<file path="src/rtl/rtc_bus_cycle_gen_if.sv">
// Multiplexed RTC bus: request/handshake side plus pad-level address/data and strobes.
// The master drives requests and the pad input; the slave is the cycle generator.
interface rtc_bus_cycle_gen_if #(
  parameter int DATA_W = 8
);
  logic              start;
  logic              rw;
  logic              abort;
  logic [DATA_W-1:0] addr;
  logic [DATA_W-1:0] wdata;
  logic [DATA_W-1:0] ad_in;
  logic [DATA_W-1:0] ad_out;
  logic              ad_oe;
  logic [DATA_W-1:0] rdata;
  logic              busy;
  logic              done;
  logic              CS;
  logic              RD;
  logic              WR;
  logic              AD;

  modport master (
    output start, rw, abort, addr, wdata, ad_in,
    input  ad_out, ad_oe, rdata, busy, done, CS, RD, WR, AD
  );

  modport slave (
    input  start, rw, abort, addr, wdata, ad_in,
    output ad_out, ad_oe, rdata, busy, done, CS, RD, WR, AD
  );
endinterface

</file>
<file path="src/rtl/rtc_bus_cycle_gen.sv">
// Generates one address-strobe / data-strobe cycle on a multiplexed RTC bus.
// All pad outputs are decoded from registered state, so no input reaches them combinationally.
module rtc_bus_cycle_gen #(
  parameter int DATA_W = 8,
  parameter int T_SU   = 2,
  parameter int T_PW   = 6,
  parameter int T_HD   = 2,
  parameter int T_GAP  = 4
) (
  input logic                clkL,
  input logic                resetL,
  rtc_bus_cycle_gen_if.slave bus
);

  typedef enum logic [2:0] {IDLE, A_SU, A_PW, A_HD, GAP, D_PW, D_HD, DONE} state_t;

  // Counter load values: a phase of N cycles counts N-1 down to 0.
  localparam logic [7:0] SU_LD  = 8'(T_SU - 1);
  localparam logic [7:0] PW_LD  = 8'(T_PW - 1);
  localparam logic [7:0] HD_LD  = 8'(T_HD - 1);
  localparam logic [7:0] GAP_LD = 8'(T_GAP - 1);

  state_t            stateReg, stateNext;
  logic [7:0]        cntReg, cntNext;
  logic [DATA_W-1:0] addrReg, wdataReg, rdataReg;
  logic              rwReg;
  logic              lastCyc, accept, capture;
  logic              addrPhase, dataPhase;

  always_ff @(posedge clkL or posedge resetL) begin
    if (resetL) begin
      stateReg <= IDLE;
      cntReg   <= '0;
      addrReg  <= '0;
      wdataReg <= '0;
      rwReg    <= 1'b0;
      rdataReg <= '0;
    end else begin
      stateReg <= stateNext;
      cntReg   <= cntNext;
      if (accept) begin
        addrReg  <= bus.addr;
        wdataReg <= bus.wdata;
        rwReg    <= bus.rw;
      end
      if (capture) begin
        rdataReg <= bus.ad_in;
      end
    end
  end

  always_comb begin
    stateNext = stateReg;
    cntNext   = cntReg;
    lastCyc   = (cntReg == 8'd0);
    accept    = (stateReg == IDLE) && bus.start && !bus.abort;
    // An abort in the final read strobe cycle wins over the capture.
    capture   = (stateReg == D_PW) && lastCyc && rwReg && !bus.abort;

    if (stateReg != IDLE && bus.abort) begin
      stateNext = IDLE;
      cntNext   = '0;
    end else begin
      case (stateReg)
        IDLE: begin
          if (accept) begin
            stateNext = A_SU;
            cntNext   = SU_LD;
          end
        end
        A_SU: begin
          if (lastCyc) begin
            stateNext = A_PW;
            cntNext   = PW_LD;
          end else begin
            cntNext = cntReg - 8'd1;
          end
        end
        A_PW: begin
          if (lastCyc) begin
            stateNext = A_HD;
            cntNext   = HD_LD;
          end else begin
            cntNext = cntReg - 8'd1;
          end
        end
        A_HD: begin
          if (lastCyc) begin
            stateNext = GAP;
            cntNext   = GAP_LD;
          end else begin
            cntNext = cntReg - 8'd1;
          end
        end
        GAP: begin
          if (lastCyc) begin
            stateNext = D_PW;
            cntNext   = PW_LD;
          end else begin
            cntNext = cntReg - 8'd1;
          end
        end
        D_PW: begin
          if (lastCyc) begin
            stateNext = D_HD;
            cntNext   = HD_LD;
          end else begin
            cntNext = cntReg - 8'd1;
          end
        end
        D_HD: begin
          if (lastCyc) begin
            stateNext = DONE;
            cntNext   = '0;
          end else begin
            cntNext = cntReg - 8'd1;
          end
        end
        DONE: begin
          stateNext = IDLE;
          cntNext   = '0;
        end
        default: begin
          stateNext = IDLE;
          cntNext   = '0;
        end
      endcase
    end
  end

  assign addrPhase = (stateReg == A_SU) || (stateReg == A_PW) || (stateReg == A_HD);
  assign dataPhase = (stateReg == GAP) || (stateReg == D_PW) || (stateReg == D_HD);

  // AD only toggles on entry to A_SU, GAP and IDLE, all of which keep every strobe high.
  assign bus.CS     = !((stateReg == A_PW) || (stateReg == D_PW));
  assign bus.WR     = !((stateReg == A_PW) || ((stateReg == D_PW) && !rwReg));
  assign bus.RD     = !((stateReg == D_PW) && rwReg);
  assign bus.AD     = !addrPhase;
  assign bus.ad_oe  = addrPhase || (dataPhase && !rwReg);
  assign bus.ad_out = addrPhase ? addrReg : wdataReg;
  assign bus.busy   = (stateReg != IDLE);
  assign bus.done   = (stateReg == DONE);
  assign bus.rdata  = rdataReg;

endmodule

</file>
<file path="src/flat_wrapper.sv">
// flat-port wrapper written by rule: the top's interface ports become plain ports
module rtc_bus_cycle_gen_flat 
#(
  parameter int DATA_W = 8,
  parameter int T_SU   = 2,
  parameter int T_PW   = 6,
  parameter int T_HD   = 2,
  parameter int T_GAP  = 4
)
  (clkL, resetL, bus_start, bus_rw, bus_abort, bus_addr, bus_wdata, bus_ad_in, bus_ad_out, bus_ad_oe, bus_rdata, bus_busy, bus_done, bus_CS, bus_RD, bus_WR, bus_AD);
  rtc_bus_cycle_gen_if #(.DATA_W(DATA_W)) bus_i ();
  input logic clkL;
  input logic resetL;
  input wire logic [$bits(bus_i.start)-1:0] bus_start;
  input wire logic [$bits(bus_i.rw)-1:0] bus_rw;
  input wire logic [$bits(bus_i.abort)-1:0] bus_abort;
  input wire logic [$bits(bus_i.addr)-1:0] bus_addr;
  input wire logic [$bits(bus_i.wdata)-1:0] bus_wdata;
  input wire logic [$bits(bus_i.ad_in)-1:0] bus_ad_in;
  output wire logic [$bits(bus_i.ad_out)-1:0] bus_ad_out;
  output wire logic [$bits(bus_i.ad_oe)-1:0] bus_ad_oe;
  output wire logic [$bits(bus_i.rdata)-1:0] bus_rdata;
  output wire logic [$bits(bus_i.busy)-1:0] bus_busy;
  output wire logic [$bits(bus_i.done)-1:0] bus_done;
  output wire logic [$bits(bus_i.CS)-1:0] bus_CS;
  output wire logic [$bits(bus_i.RD)-1:0] bus_RD;
  output wire logic [$bits(bus_i.WR)-1:0] bus_WR;
  output wire logic [$bits(bus_i.AD)-1:0] bus_AD;
  assign bus_i.start = bus_start;
  assign bus_i.rw = bus_rw;
  assign bus_i.abort = bus_abort;
  assign bus_i.addr = bus_addr;
  assign bus_i.wdata = bus_wdata;
  assign bus_i.ad_in = bus_ad_in;
  assign bus_ad_out = bus_i.ad_out;
  assign bus_ad_oe = bus_i.ad_oe;
  assign bus_rdata = bus_i.rdata;
  assign bus_busy = bus_i.busy;
  assign bus_done = bus_i.done;
  assign bus_CS = bus_i.CS;
  assign bus_RD = bus_i.RD;
  assign bus_WR = bus_i.WR;
  assign bus_AD = bus_i.AD;
  rtc_bus_cycle_gen #(.DATA_W(DATA_W), .T_SU(T_SU), .T_PW(T_PW), .T_HD(T_HD), .T_GAP(T_GAP)) u_core (.clkL(clkL), .resetL(resetL), .bus(bus_i));
endmodule
</file>
<file path="config.mk">
export PLATFORM = sky130hd
export DESIGN_NAME = rtc_bus_cycle_gen_flat
export DESIGN_NICKNAME = d
export VERILOG_FILES = /design/src/rtl/rtc_bus_cycle_gen_if.sv /design/src/rtl/rtc_bus_cycle_gen.sv /design/src/flat_wrapper.sv
export SDC_FILE = /design/constraint.sdc
export NUM_CORES = 1
export LEC_CHECK = 0
export BUFFER_PORTS_ARGS = -buffer_cell sky130_fd_sc_hd__buf_4
export CAP_MARGIN = 20
export CORE_AREA = 5 5 72 74
export DETAILED_ROUTE_END_ITERATION = 12
export DIE_AREA = 0 0 77 79
export MAX_ROUTING_LAYER = met4
export PLACE_DENSITY = 0.66
export SYNTH_ARGS = -nofsm -noshare
export SYNTH_HDL_FRONTEND = slang
export SYNTH_SLANG_ARGS = --single-unit
</file>
<file path="constraint.sdc">
create_clock -name clkL -period 2.4 [get_ports clkL]
set_clock_uncertainty 0.1 [all_clocks]
set_input_delay 0.72 -clock clkL [delete_from_list [all_inputs] [get_ports clkL]]
set_output_delay 0.72 -clock clkL [all_outputs]
set_load 0.005 [all_outputs]
</file>
======== Word level (Yosys, flattened, before mapping) ========
Index checks and enable logic that the tools add are counted.
word-level totals
  ROM bits ................................ 0
  input port bits ......................... 29
  flip-flop bits (word level) ............. 36
  memory bits (writable) .................. 0
  bits in latches ......................... 0
  memories ................................ 0
  output and inout bits ................... 23
operators by class
  magnitude comparators ................... 0
  add/subtract/negate cells ............... 1
  muxes and demuxes ....................... 17
  $mul .................................... 0
  reductions and logical operators ........ 28
  equality and inequality tests ........... 14
  divide/modulo/power cells ............... 0
  bitwise logic cells ..................... 0
  shifts and indexed selects .............. 0
operators by type and width
  cell                 count
  $mux 8               7
  $pmux 8 s6           1
  $mux 3               8
  $pmux 3 s8           1
  $ne 3x1->1 const B   5
  $eq 3x3->1 const B   4
  $logic_and 1x1->1    9
  $logic_not 8->1      1
  $sub 8x1->8 const B  1
  $logic_or 1x1->1     7
  $reduce_and 7->1     1
  $eq 3x2->1 const B   2
  $logic_not 1->1      6
  $ne 3x2->1 const B   2
  $reduce_or 2->1      2
  $eq 3x1->1 const B   1
  $logic_not 3->1      1
  $reduce_bool 3->1    1

======== Logic depth before layout (Yosys ltp) ========
Gate-level depths: netlist of the first run.
  word-level depth ........................ 6
  gate-level depth with buffers ........... 7
  gate-level depth less buffers ........... 6

======== Worst setup path after synthesis of the first run ========
OpenSTA, ideal clock, no wires.
  path kind ............................... reg-to-reg
  start point ............................. register u_core.cntReg[0]
  end point ............................... register u_core.rdataReg[0], in the netlist u_core.bus.rdata[0]
  slack ................................... 55 ps
  data arrival time ....................... 2120 ps
  cell stages (with the launch flop) ...... 8
  required time ........................... 2175 ps
  period minus slack after synthesis ...... 2345 ps
  cells stage by stage .................... dfrtp_1 -> inv_1 -> ha_1 -> or3b_2 -> or2_1 -> buf_6 -> nor3_4 -> mux2_2
on the way
  longest elaborated chain between the ends .. 4
ends and longest elaborated chain
  item                            line                     RTL
  start, declared                 rtc_bus_cycle_gen.sv:24  logic [7:0] cntReg, cntNext;
  start signal, assigned          rtc_bus_cycle_gen.sv:40  cntReg <= cntNext;
  $logic_not 8->1                 rtc_bus_cycle_gen.sv:55  lastCyc = (cntReg == 8'd0);
  $logic_and 1x1->1 (3 in a row)  rtc_bus_cycle_gen.sv:58  capture = (stateReg == D_PW) && lastCyc && rwReg && !bus.abort;
  end signal, assigned            rtc_bus_cycle_gen.sv:47  rdataReg <= bus.ad_in;
  end, declared                   rtc_bus_cycle_gen.sv:25  logic [DATA_W-1:0] addrReg, wdataReg, rdataReg;
No other way between the ends.
A chain may end at the register's enable or synchronous reset.

======== Final worst setup path of the first run ========
  start point ............................. register u_core.stateReg[1]
  end point ............................... output port bus_ad_out[6]
on the way
  longest elaborated chain between the ends .. 4
  elaborated cells on any way between the ends .. 6
  classes of those cells .................. 3 x eq/ne; 1 x mux; 2 x reduce/logical
ends and longest elaborated chain
  item                                             line                      RTL
  start, declared                                  rtc_bus_cycle_gen.sv:23   state_t stateReg, stateNext;
  start signal, assigned                           rtc_bus_cycle_gen.sv:39   stateReg <= stateNext;
  $eq 3x1->1 / $eq 3x2->1 (equally long branches)  rtc_bus_cycle_gen.sv:131  assign addrPhase = (stateReg == A_SU) || (stateReg == A_PW) || (stateReg == A_HD);
  $logic_or 1x1->1                                 rtc_bus_cycle_gen.sv:131
  $logic_or 1x1->1 *                               rtc_bus_cycle_gen.sv:131
  $mux 8 *                                         rtc_bus_cycle_gen.sv:140  assign bus.ad_out = addrPhase ? addrReg : wdataReg;
  end, declared                                    flat_wrapper.sv:20        output wire logic [$bits(bus_i.ad_out)-1:0] bus_ad_out;
Every way passes the cells marked *; elsewhere a longest branch is shown, timed or not.

==> flow_summary.json, run 1 <==
{
  "fin_nets": 240,
  "crit_chain": "o21bai_1 -> buf_6 -> mux2_2 -> buf_4",
  "rows": 25,
  "max_stage_delay_ps": 390,
  "stdcell_area_mm2": 0.00236,
  "drt_wl_total_um": 3700,
  "synthTopCellsByArea": "dfrtp_1, mux2_2, nor2_1",
  "place_area_mm2": 0.00223,
  "setup-violations-final": 0,
  "overflow": 0,
  "final_max_slew_viol_count": 0,
  "antennaDiodeCount": 0,
  "startpoint_type": "flop",
  "yosysSeqAreaShare": 0.518,
  "critPathTopFamily": "flip-flops",
  "drv_cap": 0,
  "fin_ws_ps": 5.16,
  "cts_root_buf": "clkbuf_8",
  "status": "finished clean",
  "clock_path_buffers": 2,
  "hp-start": "u_core.addrReg[0]",
  "grt_pass1_wl_um": 6400,
  "crit_buf_inv": 2,
  "die_area_mm2": 0.00608,
  "drive_gt1_frac": 0.512,
  "power_density_mw_per_mm2": 1150,
  "startpoint": "u_core.stateReg[1]",
  "synthTopCellsByCount": "dfrtp_1, mux2_2, nor2_1",
  "final_hold_viol_count": 0,
  "final_cells": 265,
  "synth_edf_count": 0,
  "syn_area_mm2": 0.00174,
  "firstDrtPassIters": 4,
  "relSlewSlack": 0.646,
  "worst_pin_slew_ps": 527,
  "die_h_um": 79,
  "min_period_over_period": 0.998,
  "start_util": 0.384,
  "grt_max_degree": 37,
  "fmaxAchievable_ghz": 0.418,
  "cp_data_required_time_ps": 1580,
  "power.leakage_nw": 1.13,
  "dp.cells": 256,
  "syn_inst": 149,
  "rsz0062_at_grt": "true",
  "syn_to_final_growth_pct": 35.7,
  "cp_max_fo": 9,
  "synth_nets": 179,
  "grt_pass1_vias": 1402,
  "antenna_found_initial": 0,
  "coreArea_mm2": 0.00454,
  "postCtsHoldBufs": 0,
  "io_buffers": 51,
  "place_ws_ps": -0.707,
  "path_class": "flop to output pin",
  "synth_area_leader_cell": "dfrtp_1",
  "wl_per_cell_um": 14.0,
  "finalCriticalPeriod_ps": 2390,
  "drt_iter0_drc": 38,
  "synth_most_common_cell": "dfrtp_1",
  "cts_buffers": 5,
  "cts_max_level": 2,
  "vias": 1314,
  "worstSkewPairLatency_ps": 280,
  "synth_top_area_frac": 0.518,
  "cts.sinks": 36,
  "critPathSlowestCell": "dfrtp_1",
  "drt.antenna.violating_nets": 0,
  "yosys.cell_types.count": 32,
  "arrival_ps": 1570,
  "vias_per_cell": 4.96,
  "final_util": 0.521,
  "peakVddDrop_uv": 542,
  "gp_congestion": 0.813,
  "ys_async_sr_fraction": 1.00,
  "ios": 52,
  "cp-end-kind": "output pin",
  "fp.dieW_um": 77,
  "grt.total_usage": 0.137,
  "yosys_register_bits": 36,
  "cts.clk_slew.worst_paths_ps": 70,
  "cts_tree": "done",
  "rr_startpoint": "u_core.cntReg[0]",
  "yosys_warnings": 0,
  "synth_top_flop_cell": "dfrtp_1",
  "postSynthAreaPerCell_um2": 11.7,
  "nFillCells": 413,
  "worst_hold_path_type": "flop to flop",
  "post-route-drc-count": 0,
  "hpwl_um": 2710
}
-- kinds of logic (layout without fill, tap and decap cells) --
| logic type | Yosys count | in the layout | share of synthesized area |
|---|---|---|---|
| flops | 36 | 36 | 0.518 |
| simple gates | 36 | 36 | 0.114 |
| mux | 34 | 34 | 0.219 |
| compound gates | 21 | 21 | 0.0776 |
| buf+inv | 16 | 78 | 0.0395 |
| xor+xnor | 5 | 5 | 0.0252 |
| fa+ha+maj | 1 | 1 | 0.00719 |
-- where the power goes --
part,leakage [nW],internal [mW],switching (mW),total (mW)
Combinational,0.628,0.760,0.562,1.32
Sequential,0.449,0.823,0.126,0.949
Clock,0.0510,0.229,0.206,0.435
Total,1.13,1.81,0.894,2.71
-- placed cells by master, fill, tap and decap left out, types with 2 or more instances in the layout --
cell,count
nor3b_1,3
a21oi_1,6
nor2_1,12
mux2_2,30
nand2_1,6
nor4_1,2
dfrtp_1,36
o211ai_1,4
xor2_1,5
o21ai_0,5
clkbuf_8,6
nor3_1,4
clkinv_2,2
inv_1,7
buf_4,60
mux2_4,3
-- metrics by stage --
step / hold WS, ps / power (mW) / TNS, ps
5_1_grt: 425 / 2.93 / -126
2_1_floorplan: 374 / 1.74 / 0
3_3_place_gp: 384 / 2.23 / 0
4_1_cts: 407 / 2.70 / -1.70
6_report: 402 / 2.71 / 0
3_5_place_dp: 391 / 2.23 / -0.707
-- repair_timing --
action	in CTS	in global routing
gates resized for setup	1	5
setup endpoints to repair	16	16
setup buffers	1	0
pin swaps	2	0
-- state kept, by name (all words and copies together), names as in the netlist --
name              cells
u_core.wdataReg       8
u_core.cntReg         8
u_core.rwReg          1
u_core.addrReg        8
u_core.stateReg       3
u_core.bus.rdata      8
-- worst paths after layout --
path,endpoint,slack (ps),cells past startpoint
min,u_core.addrReg[0],400,1
max reg2reg,u_core.bus.rdata[0],100,7
max,bus_ad_out[6],5,4
max in group asynchronous,u_core.cntReg[7],1430,3
min reg2reg,u_core.addrReg[0],400,1
min in group asynchronous,u_core.rwReg,440,3
-- routing by layer --
layer / part of all wire / global-route usage
met5: 0 / -
met1: 0.42 / 0.147
met3: 0.044 / 0.0385
met2: 0.52 / 0.237
met4: 0.018 / 0.0601
-- area by class of cell --
cell class | instances | area (um2) | share of cell area
clock buffers | 6 | 82.6 | 0.0350
repair buffers | 62 | 482 | 0.204
clock inverters | 2 | 10.0 | 0.00424
inverters | 8 | 30.0 | 0.0127
well taps | 54 | 67.6 | 0.0286
flip-flops and latches | 36 | 901 | 0.381
multi-input cells | 97 | 790 | 0.334
No activity file was read; power rests on OpenSTA's default activity.
==> inputs of run 2 (changes only) <==
--- a/config.mk
+++ b/config.mk
@@ -11,7 +11,6 @@
 export DETAILED_ROUTE_END_ITERATION = 12
 export DIE_AREA = 0 0 77 79
 export MAX_ROUTING_LAYER = met4
-export PLACE_DENSITY = 0.66
 export SYNTH_ARGS = -nofsm -noshare
 export SYNTH_HDL_FRONTEND = slang
 export SYNTH_SLANG_ARGS = --single-unit
==> constraint.sdc (replaced) <==
create_clock -name clkL -period 2.7 [get_ports clkL]
set_clock_uncertainty 0.1 [all_clocks]
set_input_delay 0.81 -clock clkL [delete_from_list [all_inputs] [get_ports clkL]]
set_output_delay 0.81 -clock clkL [all_outputs]
set_load 0.005 [all_outputs]
==> run 2 against run 1 <==
  * Register-to-register slack gained 60 ps
  * Clock power down 12%
  * Routed wire length grew 5.6%
  * Via count up 3.4%
  * Die area is the same
  * Critical path type unchanged
==> flow_summary.json, run 2 (synthesized netlist as in run 1, its figures left out) <==
{
  "grt_max_degree": 37,
  "clock_path_buffers": 2,
  "coreArea_mm2": 0.00454,
  "cts_max_level": 2,
  "fmaxAchievable_ghz": 0.387,
  "final_cells": 259,
  "start_util": 0.384,
  "multi_input_area_um2": 771,
  "final_cell_mix": "buf_4, dfrtp_1, mux2_2, nor2_1, inv_1",
  "post-route-drc-count": 0,
  "min_period_over_period": 0.956,
  "grt_pass1_wl_um": 6540,
  "vias": 1359,
  "power.leakage_nw": 1.07,
  "fin_nets": 234,
  "cp_max_fo": 11,
  "cts_buffers": 5,
  "vias_per_cell": 5.25,
  "wl_per_cell_um": 15.1,
  "worst_hold_path_type": "flop to flop",
  "nFillCells": 415,
  "rsz0062_at_grt": "false",
  "drt.antenna.violating_nets": 0,
  "gp_congestion": 0.933,
  "rows": 25,
  "status": "finished clean",
  "relSlewSlack": 0.627,
  "power_density_mw_per_mm2": 1020,
  "final_max_slew_viol_count": 0,
  "firstDrtPassIters": 4,
  "antennaDiodeCount": 0,
  "dp.cells": 251,
  "cts_root_buf": "clkbuf_8",
  "cp_data_required_time_ps": 1790,
  "place_area_mm2": 0.00219,
  "worstSkewPairLatency_ps": 280,
  "final_hold_viol_count": 0,
  "drt_wl_total_um": 3910,
  "drv_cap": 0,
  "cts.sinks": 36,
  "mostFrequentLayoutCell": "buf_4",
  "startpoint_type": "flop",
  "postCtsHoldBufs": 0,
  "cts_tree": "done",
  "overflow": 0,
  "hold_slack_ps": 401,
  "grt_pass1_vias": 1413,
  "die_h_um": 79,
  "arrival_ps": 1670,
  "setup_tns_ps": 0,
  "antenna_found_initial": 0,
  "drt_iter0_drc": 83,
  "grt.total_usage": 0.140,
  "worst_pin_slew_ps": 554,
  "seq_area_um2": 903,
  "stdcell_area_mm2": 0.00228,
  "drive_gt1_frac": 0.488,
  "hpwl_um": 2950,
  "finalCriticalPeriod_ps": 2580,
  "die_area_mm2": 0.00608,
  "ios": 52,
  "syn_to_final_growth_pct": 31.1,
  "io_buffers": 51,
  "cts.clk_slew.worst_paths_ps": 70,
  "setup-violations-final": 0,
  "cp-end-kind": "output pin",
  "fp.dieW_um": 77,
  "peakVddDrop_uv": 461,
  "power_mw": 2.34,
  "path_class": "flop to output pin"
}
run 2: path summary, 6_finish.rpt:
path	cells after the start	startpoint	endpoint	slack, ps
setup / recovery	4	u_core.stateReg[0]	bus_ad_out[7]	120
hold / removal	1	u_core.addrReg[4]	u_core.addrReg[4]	400
setup reg to reg	6	u_core.cntReg[0]	u_core.bus.rdata[3]	160
hold reg to reg	1	u_core.addrReg[4]	u_core.addrReg[4]	400
max in group asynchronous	3	resetL	u_core.stateReg[1]	1620
min in group asynchronous	3	resetL	u_core.addrReg[6]	540
run 2: stage by stage:
step                utilization  worst slack, ps
floorplan                     -              335
global route              0.503             10.6
CTS                       0.503             61.2
finish                    0.503              119
detailed placement        0.483              173
global placement          0.483              304
run 2: layer usage:
metal  up-vias  wire (um)  track usage
met1       662       1600        0.156
met4         0         66       0.0584
met3         6        267       0.0476
met5         -          0            -
met2        58       1980        0.232
li1        633          -            -
run 2: area by class of cell:
class,count,area share
Sequential cell,36,0.396
Multi-Input combinational cell,97,0.338
Timing Repair Buffer,56,0.184
Clock buffer,8,0.0395
Tap cell,54,0.0296
Inverter,8,0.0132
run 2: critical path: stages (launching register included):
cell	delay, ps
dfrtp_1	480
o21bai_1	200
buf_4	220
mux2_2	360
buf_4	140
run 2: repair_timing:
item / in CTS / in global routing
resized for setup: 0 / 2
setup endpoints to repair: 0 / 8
setup buffers: 0 / 0
run 2: power by group:
part	internal, mW	switching [mW]
clock	0.208	0.173
sequential	0.733	0.140
combinational	0.612	0.471
total	1.55	0.784
